File: src/rtl/imul_arb_if.sv
// Requester, multiplier-issue and result-owner signals of imul_arb.
// slave = arbiter side, master = requesters / multiplier side.
interface imul_arb_if #(
    parameter int TAG_W = 9
);
    logic             req0_vld;
    logic [12:0]      req0_op;
    logic [64:0]      req0_R;
    logic [64:0]      req0_C;
    logic [TAG_W-1:0] req0_tag;
    logic             req0_rdy;
    logic             req1_vld;
    logic [12:0]      req1_op;
    logic [64:0]      req1_R;
    logic [64:0]      req1_C;
    logic [TAG_W-1:0] req1_tag;
    logic             req1_rdy;
    logic             mul_en;
    logic [12:0]      mul_op;
    logic [64:0]      mul_R;
    logic [64:0]      mul_C;
    logic             res_vld;
    logic [TAG_W-1:0] res_tag;
    logic             res_port;
    logic             busy;

    modport slave (
        input  req0_vld, req0_op, req0_R, req0_C, req0_tag,
        input  req1_vld, req1_op, req1_R, req1_C, req1_tag,
        output req0_rdy, req1_rdy,
        output mul_en, mul_op, mul_R, mul_C,
        output res_vld, res_tag, res_port, busy
    );

    modport master (
        output req0_vld, req0_op, req0_R, req0_C, req0_tag,
        output req1_vld, req1_op, req1_R, req1_C, req1_tag,
        input  req0_rdy, req1_rdy,
        input  mul_en, mul_op, mul_R, mul_C,
        input  res_vld, res_tag, res_port, busy
    );
endinterface

File: src/rtl/imul_arb.sv
// Two-port arbiter for a LAT-cycle integer multiplier with result tagging.
// Define IMUL_ARB_FAIR_EN for round-robin; otherwise port 0 has fixed priority.
module imul_arb #(
    parameter int LAT   = 4,
    parameter int TAG_W = 9
) (
    input  logic       clk,
    input  logic       rst,
    input  logic       clkEn,
    input  logic       flush,
    imul_arb_if.slave  bus
);
    logic             prio;
    logic             ok;
    logic             pick1;
    logic             rdy0;
    logic             rdy1;
    logic             gnt;

    logic             mul_en_q,   mul_en_d;
    logic [12:0]      mul_op_q,   mul_op_d;
    logic [64:0]      mul_R_q,    mul_R_d;
    logic [64:0]      mul_C_q,    mul_C_d;
    logic [TAG_W-1:0] mul_tag_q,  mul_tag_d;
    logic             mul_port_q, mul_port_d;

    logic [LAT-1:0]             st_vld_q,  st_vld_d;
    logic [LAT-1:0][TAG_W-1:0]  st_tag_q,  st_tag_d;
    logic [LAT-1:0]             st_port_q, st_port_d;

`ifdef IMUL_ARB_FAIR_EN
    logic prio_q, prio_d;
    assign prio = prio_q;
`else
    assign prio = 1'b0;
`endif

    // Port 1 wins when it is the only requester or when it holds priority.
    assign ok    = clkEn & ~flush & ~rst;
    assign pick1 = bus.req1_vld & (~bus.req0_vld | prio);
    assign rdy1  = ok & pick1;
    assign rdy0  = ok & bus.req0_vld & ~pick1;
    assign gnt   = rdy0 | rdy1;

    always_comb begin
        mul_en_d   = mul_en_q;
        mul_op_d   = mul_op_q;
        mul_R_d    = mul_R_q;
        mul_C_d    = mul_C_q;
        mul_tag_d  = mul_tag_q;
        mul_port_d = mul_port_q;
        st_vld_d   = st_vld_q;
        st_tag_d   = st_tag_q;
        st_port_d  = st_port_q;
`ifdef IMUL_ARB_FAIR_EN
        prio_d     = prio_q;
`endif
        if (clkEn) begin
            mul_en_d = gnt;
            if (gnt) begin
                mul_op_d   = rdy1 ? bus.req1_op  : bus.req0_op;
                mul_R_d    = rdy1 ? bus.req1_R   : bus.req0_R;
                mul_C_d    = rdy1 ? bus.req1_C   : bus.req0_C;
                mul_tag_d  = rdy1 ? bus.req1_tag : bus.req0_tag;
                mul_port_d = rdy1;
`ifdef IMUL_ARB_FAIR_EN
                prio_d     = rdy0;
`endif
            end
            st_vld_d[0]  = mul_en_q;
            st_tag_d[0]  = mul_tag_q;
            st_port_d[0] = mul_port_q;
            for (int i = 1; i < LAT; i++) begin
                st_vld_d[i]  = st_vld_q[i-1];
                st_tag_d[i]  = st_tag_q[i-1];
                st_port_d[i] = st_port_q[i-1];
            end
            if (flush) begin
                st_vld_d = '0;
            end
        end
    end

    always_ff @(posedge clk or posedge rst) begin
        if (rst) begin
            mul_en_q   <= 1'b0;
            mul_op_q   <= '0;
            mul_R_q    <= '0;
            mul_C_q    <= '0;
            mul_tag_q  <= '0;
            mul_port_q <= 1'b0;
            st_vld_q   <= '0;
            st_tag_q   <= '0;
            st_port_q  <= '0;
`ifdef IMUL_ARB_FAIR_EN
            prio_q     <= 1'b0;
`endif
        end else begin
            mul_en_q   <= mul_en_d;
            mul_op_q   <= mul_op_d;
            mul_R_q    <= mul_R_d;
            mul_C_q    <= mul_C_d;
            mul_tag_q  <= mul_tag_d;
            mul_port_q <= mul_port_d;
            st_vld_q   <= st_vld_d;
            st_tag_q   <= st_tag_d;
            st_port_q  <= st_port_d;
`ifdef IMUL_ARB_FAIR_EN
            prio_q     <= prio_d;
`endif
        end
    end

    assign bus.req0_rdy = rdy0;
    assign bus.req1_rdy = rdy1;
    assign bus.mul_en   = mul_en_q;
    assign bus.mul_op   = mul_op_q;
    assign bus.mul_R    = mul_R_q;
    assign bus.mul_C    = mul_C_q;
    assign bus.res_vld  = st_vld_q[LAT-1];
    assign bus.res_tag  = st_tag_q[LAT-1];
    assign bus.res_port = st_port_q[LAT-1];
    assign bus.busy     = mul_en_q | (|st_vld_q);
endmodule

File: src/flat_wrapper.sv
// flat-port wrapper written by rule: the top's interface ports become plain ports
module imul_arb_flat 
#(
    parameter int LAT   = 4,
    parameter int TAG_W = 9
)
  (clk, rst, clkEn, flush, bus_req0_vld, bus_req0_op, bus_req0_R, bus_req0_C, bus_req0_tag, bus_req1_vld, bus_req1_op, bus_req1_R, bus_req1_C, bus_req1_tag, bus_req0_rdy, bus_req1_rdy, bus_mul_en, bus_mul_op, bus_mul_R, bus_mul_C, bus_res_vld, bus_res_tag, bus_res_port, bus_busy);
  imul_arb_if #(.TAG_W(TAG_W)) bus_i ();
  input  logic clk;
  input  logic rst;
  input  logic clkEn;
  input  logic flush;
  input wire logic [$bits(bus_i.req0_vld)-1:0] bus_req0_vld;
  input wire logic [$bits(bus_i.req0_op)-1:0] bus_req0_op;
  input wire logic [$bits(bus_i.req0_R)-1:0] bus_req0_R;
  input wire logic [$bits(bus_i.req0_C)-1:0] bus_req0_C;
  input wire logic [$bits(bus_i.req0_tag)-1:0] bus_req0_tag;
  input wire logic [$bits(bus_i.req1_vld)-1:0] bus_req1_vld;
  input wire logic [$bits(bus_i.req1_op)-1:0] bus_req1_op;
  input wire logic [$bits(bus_i.req1_R)-1:0] bus_req1_R;
  input wire logic [$bits(bus_i.req1_C)-1:0] bus_req1_C;
  input wire logic [$bits(bus_i.req1_tag)-1:0] bus_req1_tag;
  output wire logic [$bits(bus_i.req0_rdy)-1:0] bus_req0_rdy;
  output wire logic [$bits(bus_i.req1_rdy)-1:0] bus_req1_rdy;
  output wire logic [$bits(bus_i.mul_en)-1:0] bus_mul_en;
  output wire logic [$bits(bus_i.mul_op)-1:0] bus_mul_op;
  output wire logic [$bits(bus_i.mul_R)-1:0] bus_mul_R;
  output wire logic [$bits(bus_i.mul_C)-1:0] bus_mul_C;
  output wire logic [$bits(bus_i.res_vld)-1:0] bus_res_vld;
  output wire logic [$bits(bus_i.res_tag)-1:0] bus_res_tag;
  output wire logic [$bits(bus_i.res_port)-1:0] bus_res_port;
  output wire logic [$bits(bus_i.busy)-1:0] bus_busy;
  assign bus_i.req0_vld = bus_req0_vld;
  assign bus_i.req0_op = bus_req0_op;
  assign bus_i.req0_R = bus_req0_R;
  assign bus_i.req0_C = bus_req0_C;
  assign bus_i.req0_tag = bus_req0_tag;
  assign bus_i.req1_vld = bus_req1_vld;
  assign bus_i.req1_op = bus_req1_op;
  assign bus_i.req1_R = bus_req1_R;
  assign bus_i.req1_C = bus_req1_C;
  assign bus_i.req1_tag = bus_req1_tag;
  assign bus_req0_rdy = bus_i.req0_rdy;
  assign bus_req1_rdy = bus_i.req1_rdy;
  assign bus_mul_en = bus_i.mul_en;
  assign bus_mul_op = bus_i.mul_op;
  assign bus_mul_R = bus_i.mul_R;
  assign bus_mul_C = bus_i.mul_C;
  assign bus_res_vld = bus_i.res_vld;
  assign bus_res_tag = bus_i.res_tag;
  assign bus_res_port = bus_i.res_port;
  assign bus_busy = bus_i.busy;
  imul_arb #(.LAT(LAT), .TAG_W(TAG_W)) u_core (.clk(clk), .rst(rst), .clkEn(clkEn), .flush(flush), .bus(bus_i));
endmodule
File: config.mk
export PLATFORM = sky130hd
export DESIGN_NAME = imul_arb_flat
export DESIGN_NICKNAME = d
export VERILOG_FILES = /design/src/rtl/imul_arb_if.sv /design/src/rtl/imul_arb.sv /design/src/flat_wrapper.sv
export SDC_FILE = /design/constraint.sdc
export NUM_CORES = 1
export LEC_CHECK = 0
export BUFFER_PORTS_ARGS = -buffer_cell sky130_fd_sc_hd__buf_2
export CAP_MARGIN = 20
export CORE_AREA = 2 2 181 183
export DETAILED_ROUTE_END_ITERATION = 12
export DIE_AREA = 0 0 183 185
export GPL_ROUTABILITY_DRIVEN = 0
export PLACE_DENSITY_LB_ADDON = 0.15
export REMOVE_ABC_BUFFERS = 1
export SETUP_SLACK_MARGIN = 0.3
export SYNTH_ARGS = -nofsm -noshare
export SYNTH_HDL_FRONTEND = slang
export SYNTH_SLANG_ARGS = --single-unit
File: constraint.sdc
create_clock -name clk -period 7 [get_ports clk]
set_clock_uncertainty 0.05 [all_clocks]
set_input_delay 1.05 -clock clk [delete_from_list [all_inputs] [get_ports clk]]
set_output_delay 1.05 -clock clk [all_outputs]
set_load 0.01 [all_outputs]
==> After elaboration in Yosys (flattened, before gate mapping) <==
Cells that the tools add are included.
{ "totals": {"ff_bits": 198, "inputBits": 310, "out_inout_bits": 158, "elab_cells": 31} }
{ "op_classes": {"n_mux": 5, "bitwise": 12, "n_reduce_logical": 2} }
{ "op_table": {"columns": ["cell", "count"], "rows": [
  ["$mux 65", 2],
  ["$mux 13", 1],
  ["$mux 9", 1],
  ["$and 1x1->1", 6],
  ["$mux 4", 1],
  ["$not 1->1", 4],
  ["$reduce_or 4->1", 1],
  ["$or 1x1->1", 2],
  ["$reduce_and 2->1", 1]
]} }

==> Depth between registers and ports, before layout <==
{ "depth": {"depth_word": 7, "mapped_depth": 6, "depth_no_buf": 3} }

==> Worst setup path before layout <==
Ideal clock, no wire load.
{ "synth_timing": {"path_kind": "input port to output port", "startpoint": "input port bus_req0_vld", "endpoint": "output port bus_req1_rdy", "arrival_ns": 1.952, "t_required_ns": 5.900, "path_slack_ns": 3.948, "stages": 5, "n_path_buf": 3, "path_cell_list": "nand2b_1 buf_6 buf_6 buf_6 nor4_1"} }
{ "synth_via": {"elab_chain_len": 3} }
{ "synth_lines": {"columns": ["item", "line_no", "source"], "rows": [
  ["start, declared", "flat_wrapper.sv:13", "input wire logic [$bits(bus_i.req0_vld)-1:0] bus_req0_vld;"],
  ["$not 1->1", "imul_arb.sv:40", "assign pick1 = bus.req1_vld & (~bus.req0_vld | prio);"],
  ["$and 1x1->1", "imul_arb.sv:40", null],
  ["$and 1x1->1", "imul_arb.sv:41", "assign rdy1 = ok & pick1;"],
  ["end, declared", "flat_wrapper.sv:24", "output wire logic [$bits(bus_i.req1_rdy)-1:0] bus_req1_rdy;"]
]} }
No other way between the ends.

==> Worst setup path after layout <==
{ "layout_timing": {"startpoint": "input port clkEn", "endpoint": "output port bus_req1_rdy"} }
{ "layout_via": {"elab_chain_len": 3} }
{ "layout_lines": {"columns": ["item", "line_no", "source"], "rows": [
  ["start, declared", "flat_wrapper.sv:11", "input logic clkEn;"],
  ["$and 1x1->1 (2 in series)", "imul_arb.sv:39", "assign ok = clkEn & ~flush & ~rst;"],
  ["$and 1x1->1", "imul_arb.sv:41", null]
]} }
No other way between the ends.

==> impl_metrics.env <==
export IMPL_cp_common_cell="buf_2"
export IMPL_max_freq_mhz=273
export IMPL_wl_um=24100
export IMPL_cts_tree="yes"
export IMPL_status="complete, no violations"
export IMPL_synth_top_cell_area_share=0.503
export IMPL_synth_most_common_cell="mux2_2"
export IMPL_synth_seq_cells=198
export IMPL_drc_errors=0
export IMPL_post_route_min_period_ps=3660
export IMPL_clk_latency_ps=430
export IMPL_ys_seq_area_frac=0.503
export IMPL_critical_path_required_ps=5900
export IMPL_final_setup_tns_ps=0
export IMPL_slew_violations=0
export IMPL_period_share=0.523
export IMPL_syn_area_um2=9840
export IMPL_areaGrowthSynthToFinish_pct=31.6
export IMPL_drv_cap=0
export IMPL_avgViaCountPerCell=4.39
export IMPL_cts_setup_buffers=0
export IMPL_num_fill_cells=3100
export IMPL_drive_above_1_share=0.798
export IMPL_holdWs_ps=449
export IMPL_switching_share=0.292
export IMPL_rsz0062_at_grt="no"
export IMPL_clkPwrFrac=0.269
export IMPL_dieWidth_um=183
export IMPL_p_switching_w=0.00102
export IMPL_ir_drop_mv=0.172
export IMPL_rows=66
export IMPL_path_class="input pin to output pin"
export IMPL_startpoint_type="input pin"
export IMPL_max_slew_margin=0.327
export IMPL_worstPathCellList="buf_2 -> inv_1 -> nor4_1 -> buf_2"
export IMPL_endpoint_kind="output pin"
export IMPL_synth_cell_types=20
export IMPL_power_density_nw_per_um2=271
export IMPL_wl_per_cell_um=16.3
export IMPL_yosysWarnings=0
export IMPL_syn_inst=611
export IMPL_yosys_area_top_type="dfrtp_1"
export IMPL_grt_pass1_vias=6765
export IMPL_tightestPinTransition_ps=1010
export IMPL_grt_max_degree=134
export IMPL_hpwl_um=17500
export IMPL_clk_pin_slew_ps=80
export IMPL_start_util=0.307
export IMPL_h_tree_depth=4
export IMPL_grt_ovfl_total=0
export IMPL_synth_flop_cell="dfrtp_1"
export IMPL_async_flop_share=1.00
export IMPL_cts_root_buf="clkbuf_16"
export IMPL_synth_edf_count=0
export IMPL_crit_buf_inv=3
export IMPL_die_area_um2=33900
export IMPL_cp_arrival_ps=2560
export IMPL_cellInternalPower_w=0.00248
export IMPL_crit_family="buffers and inverters"
export IMPL_clk_path_buf_depth=2
export IMPL_cts_buffers=17
export IMPL_setup_ws_ps=3340
export IMPL_drt_iter0_markers=120
export IMPL_slowest_stage="buf_2"
export IMPL_ctsHoldBuffers=0
export IMPL_nNetsFinal=1364
export IMPL_core_um2=32000
export IMPL_antenna_found_initial=2
export IMPL_cts_resized=0
export IMPL_p_leak_nw=6.51
export IMPL_setup_violations=0
export IMPL_synth_area_leaders="dfrtp_1, mux2_2, mux2_4, buf_6, buf_2"
export IMPL_cp_max_fo=47
export IMPL_hold_viol_final=0
export IMPL_vias=6478
export IMPL_track_usage=0.139
export IMPL_max_stage_delay_ps=740
export IMPL_pin_count=468
export IMPL_grt_pass1_wl_um=36600
export IMPL_cts_sinks=198
export IMPL_place_worst_setup_slack_ps=3220
export IMPL_hold_path_class="flop to flop"
export IMPL_numPortBuffers=467
export IMPL_ff2ff_setup_slack_ps=6170
export IMPL_seqPwrFrac=0.449
export IMPL_avgSynthCellArea_um2=16.1
export IMPL_detail_route_antenna_nets=0
export IMPL_drt_pass1_iterations=4
export IMPL_power_frac_comb=0.282
export IMPL_fp_dieH_um=185
export IMPL_synth_common_cells="mux2_2, dfrtp_1, mux2_4, buf_2, buf_6"
[metal layers]
layer  track usage  up-vias  share of wire
met5             0        -        0.00054
met2         0.251      258           0.51
met4        0.0426        2          0.017
met1         0.157     3132           0.40
li1              -     3063              -
met3        0.0421       23          0.072
[area by class of cell]
cell class / instances / area (µm²) / area share
Sequential cell: 198 / 4950 / 0.383
Multi-Input combinational cell: 362 / 4520 / 0.349
Timing Repair Buffer: 472 / 2390 / 0.184
Tap cell: 408 / 510 / 0.0394
Clock buffer: 19 / 443 / 0.0342
Clock inverter: 13 / 114 / 0.00879
Inverter: 3 / 18.8 / 0.00145
Antenna cell: 1 / 2.50 / 0.000193
[layout by cell type (no fill, tap or decap)]
cell type and n:
buf_2 467, mux2_2 206, dfrtp_1 198, mux2_4 138, clkbuf_16 17, nand2_1 4
inv_8 4, buf_4 4, o2bb2ai_1 3, clkinvlp_4 3, inv_6 3, clkinv_4 3
inv_1 2, nor4_1 2, diode_2 1, nand2b_4 1, nor3b_2 1, o21a_4 1
nand3b_1 1, o21ai_0 1, and2_1 1, a21o_1 1, a21oi_1 1, nor2_1 1
clkinv_2 1, clkbuf_1 1, clkbuf_8 1, buf_12 1
[power groups by stage]
stage / Combinational (W) / Clock (W) / Sequential, W
detailed placement: 0.00101 / 0 / 0.00160
finish: 0.000987 / 0.000943 / 0.00157
CTS: 0.00101 / 0.000992 / 0.00158
global placement: 0.00100 / 0 / 0.00159
floorplan: 0.000498 / 0 / 0.00170
global route: 0.00106 / 0.00103 / 0.00162
[kinds of logic after synthesis]
logic type | after synthesis | share of synthesized area
AND/OR/NAND/NOR | 11 | 0.00648
multiplexers | 344 | 0.446
buffers and inverters | 51 | 0.0386
flip-flops | 198 | 0.503
AO/OA/AOI/OAI | 7 | 0.00521
[state kept, by name, summed over array words and instances, names as in the netlist]
| signal | cells |
|---|---|
| u_core.bus.mul_C | 65 |
| u_core.bus.mul_R | 65 |
| u_core.st_tag_q | 27 |
| u_core.bus.mul_op | 13 |
| u_core.bus.res_tag | 9 |
| u_core.mul_tag_q | 9 |
| u_core.st_port_q | 4 |
| u_core.st_vld_q | 4 |
| u_core.bus.mul_en | 1 |
| u_core.mul_port_q | 1 |
[stage by stage]
stage | instance area [µm²] | total power, W | util | instances
floorplan | 9470 | 0.00219 | - | 563
global placement | 12400 | 0.00259 | 0.387 | 1443
detailed placement | 12400 | 0.00260 | 0.387 | 1443
CTS | 12900 | 0.00358 | 0.404 | 1475
global route | 13000 | 0.00371 | 0.404 | 1476
finish | 13000 | 0.00350 | 0.404 | 1476
[path summary, 6_finish.rpt]
check / start / cells past startpoint / end
max reg2reg: u_core.bus.mul_C[13]$_DFFE_PP0P_ / 1 / u_core.bus.mul_C[13]$_DFFE_PP0P_
min: u_core.mul_tag_q[2]$_DFFE_PP0P_ / 1 / u_core.st_tag_q[2]$_DFFE_PP0P_
min reg2reg: u_core.mul_tag_q[2]$_DFFE_PP0P_ / 1 / u_core.st_tag_q[2]$_DFFE_PP0P_
min in group asynchronous: rst / 2 / u_core.bus.mul_C[29]$_DFFE_PP0P_
max: clkEn / 4 / bus_req1_rdy
max in group asynchronous: rst / 3 / u_core.st_tag_q[12]$_DFFE_PP0P_
No activity file was read; power rests on OpenSTA's default activity.
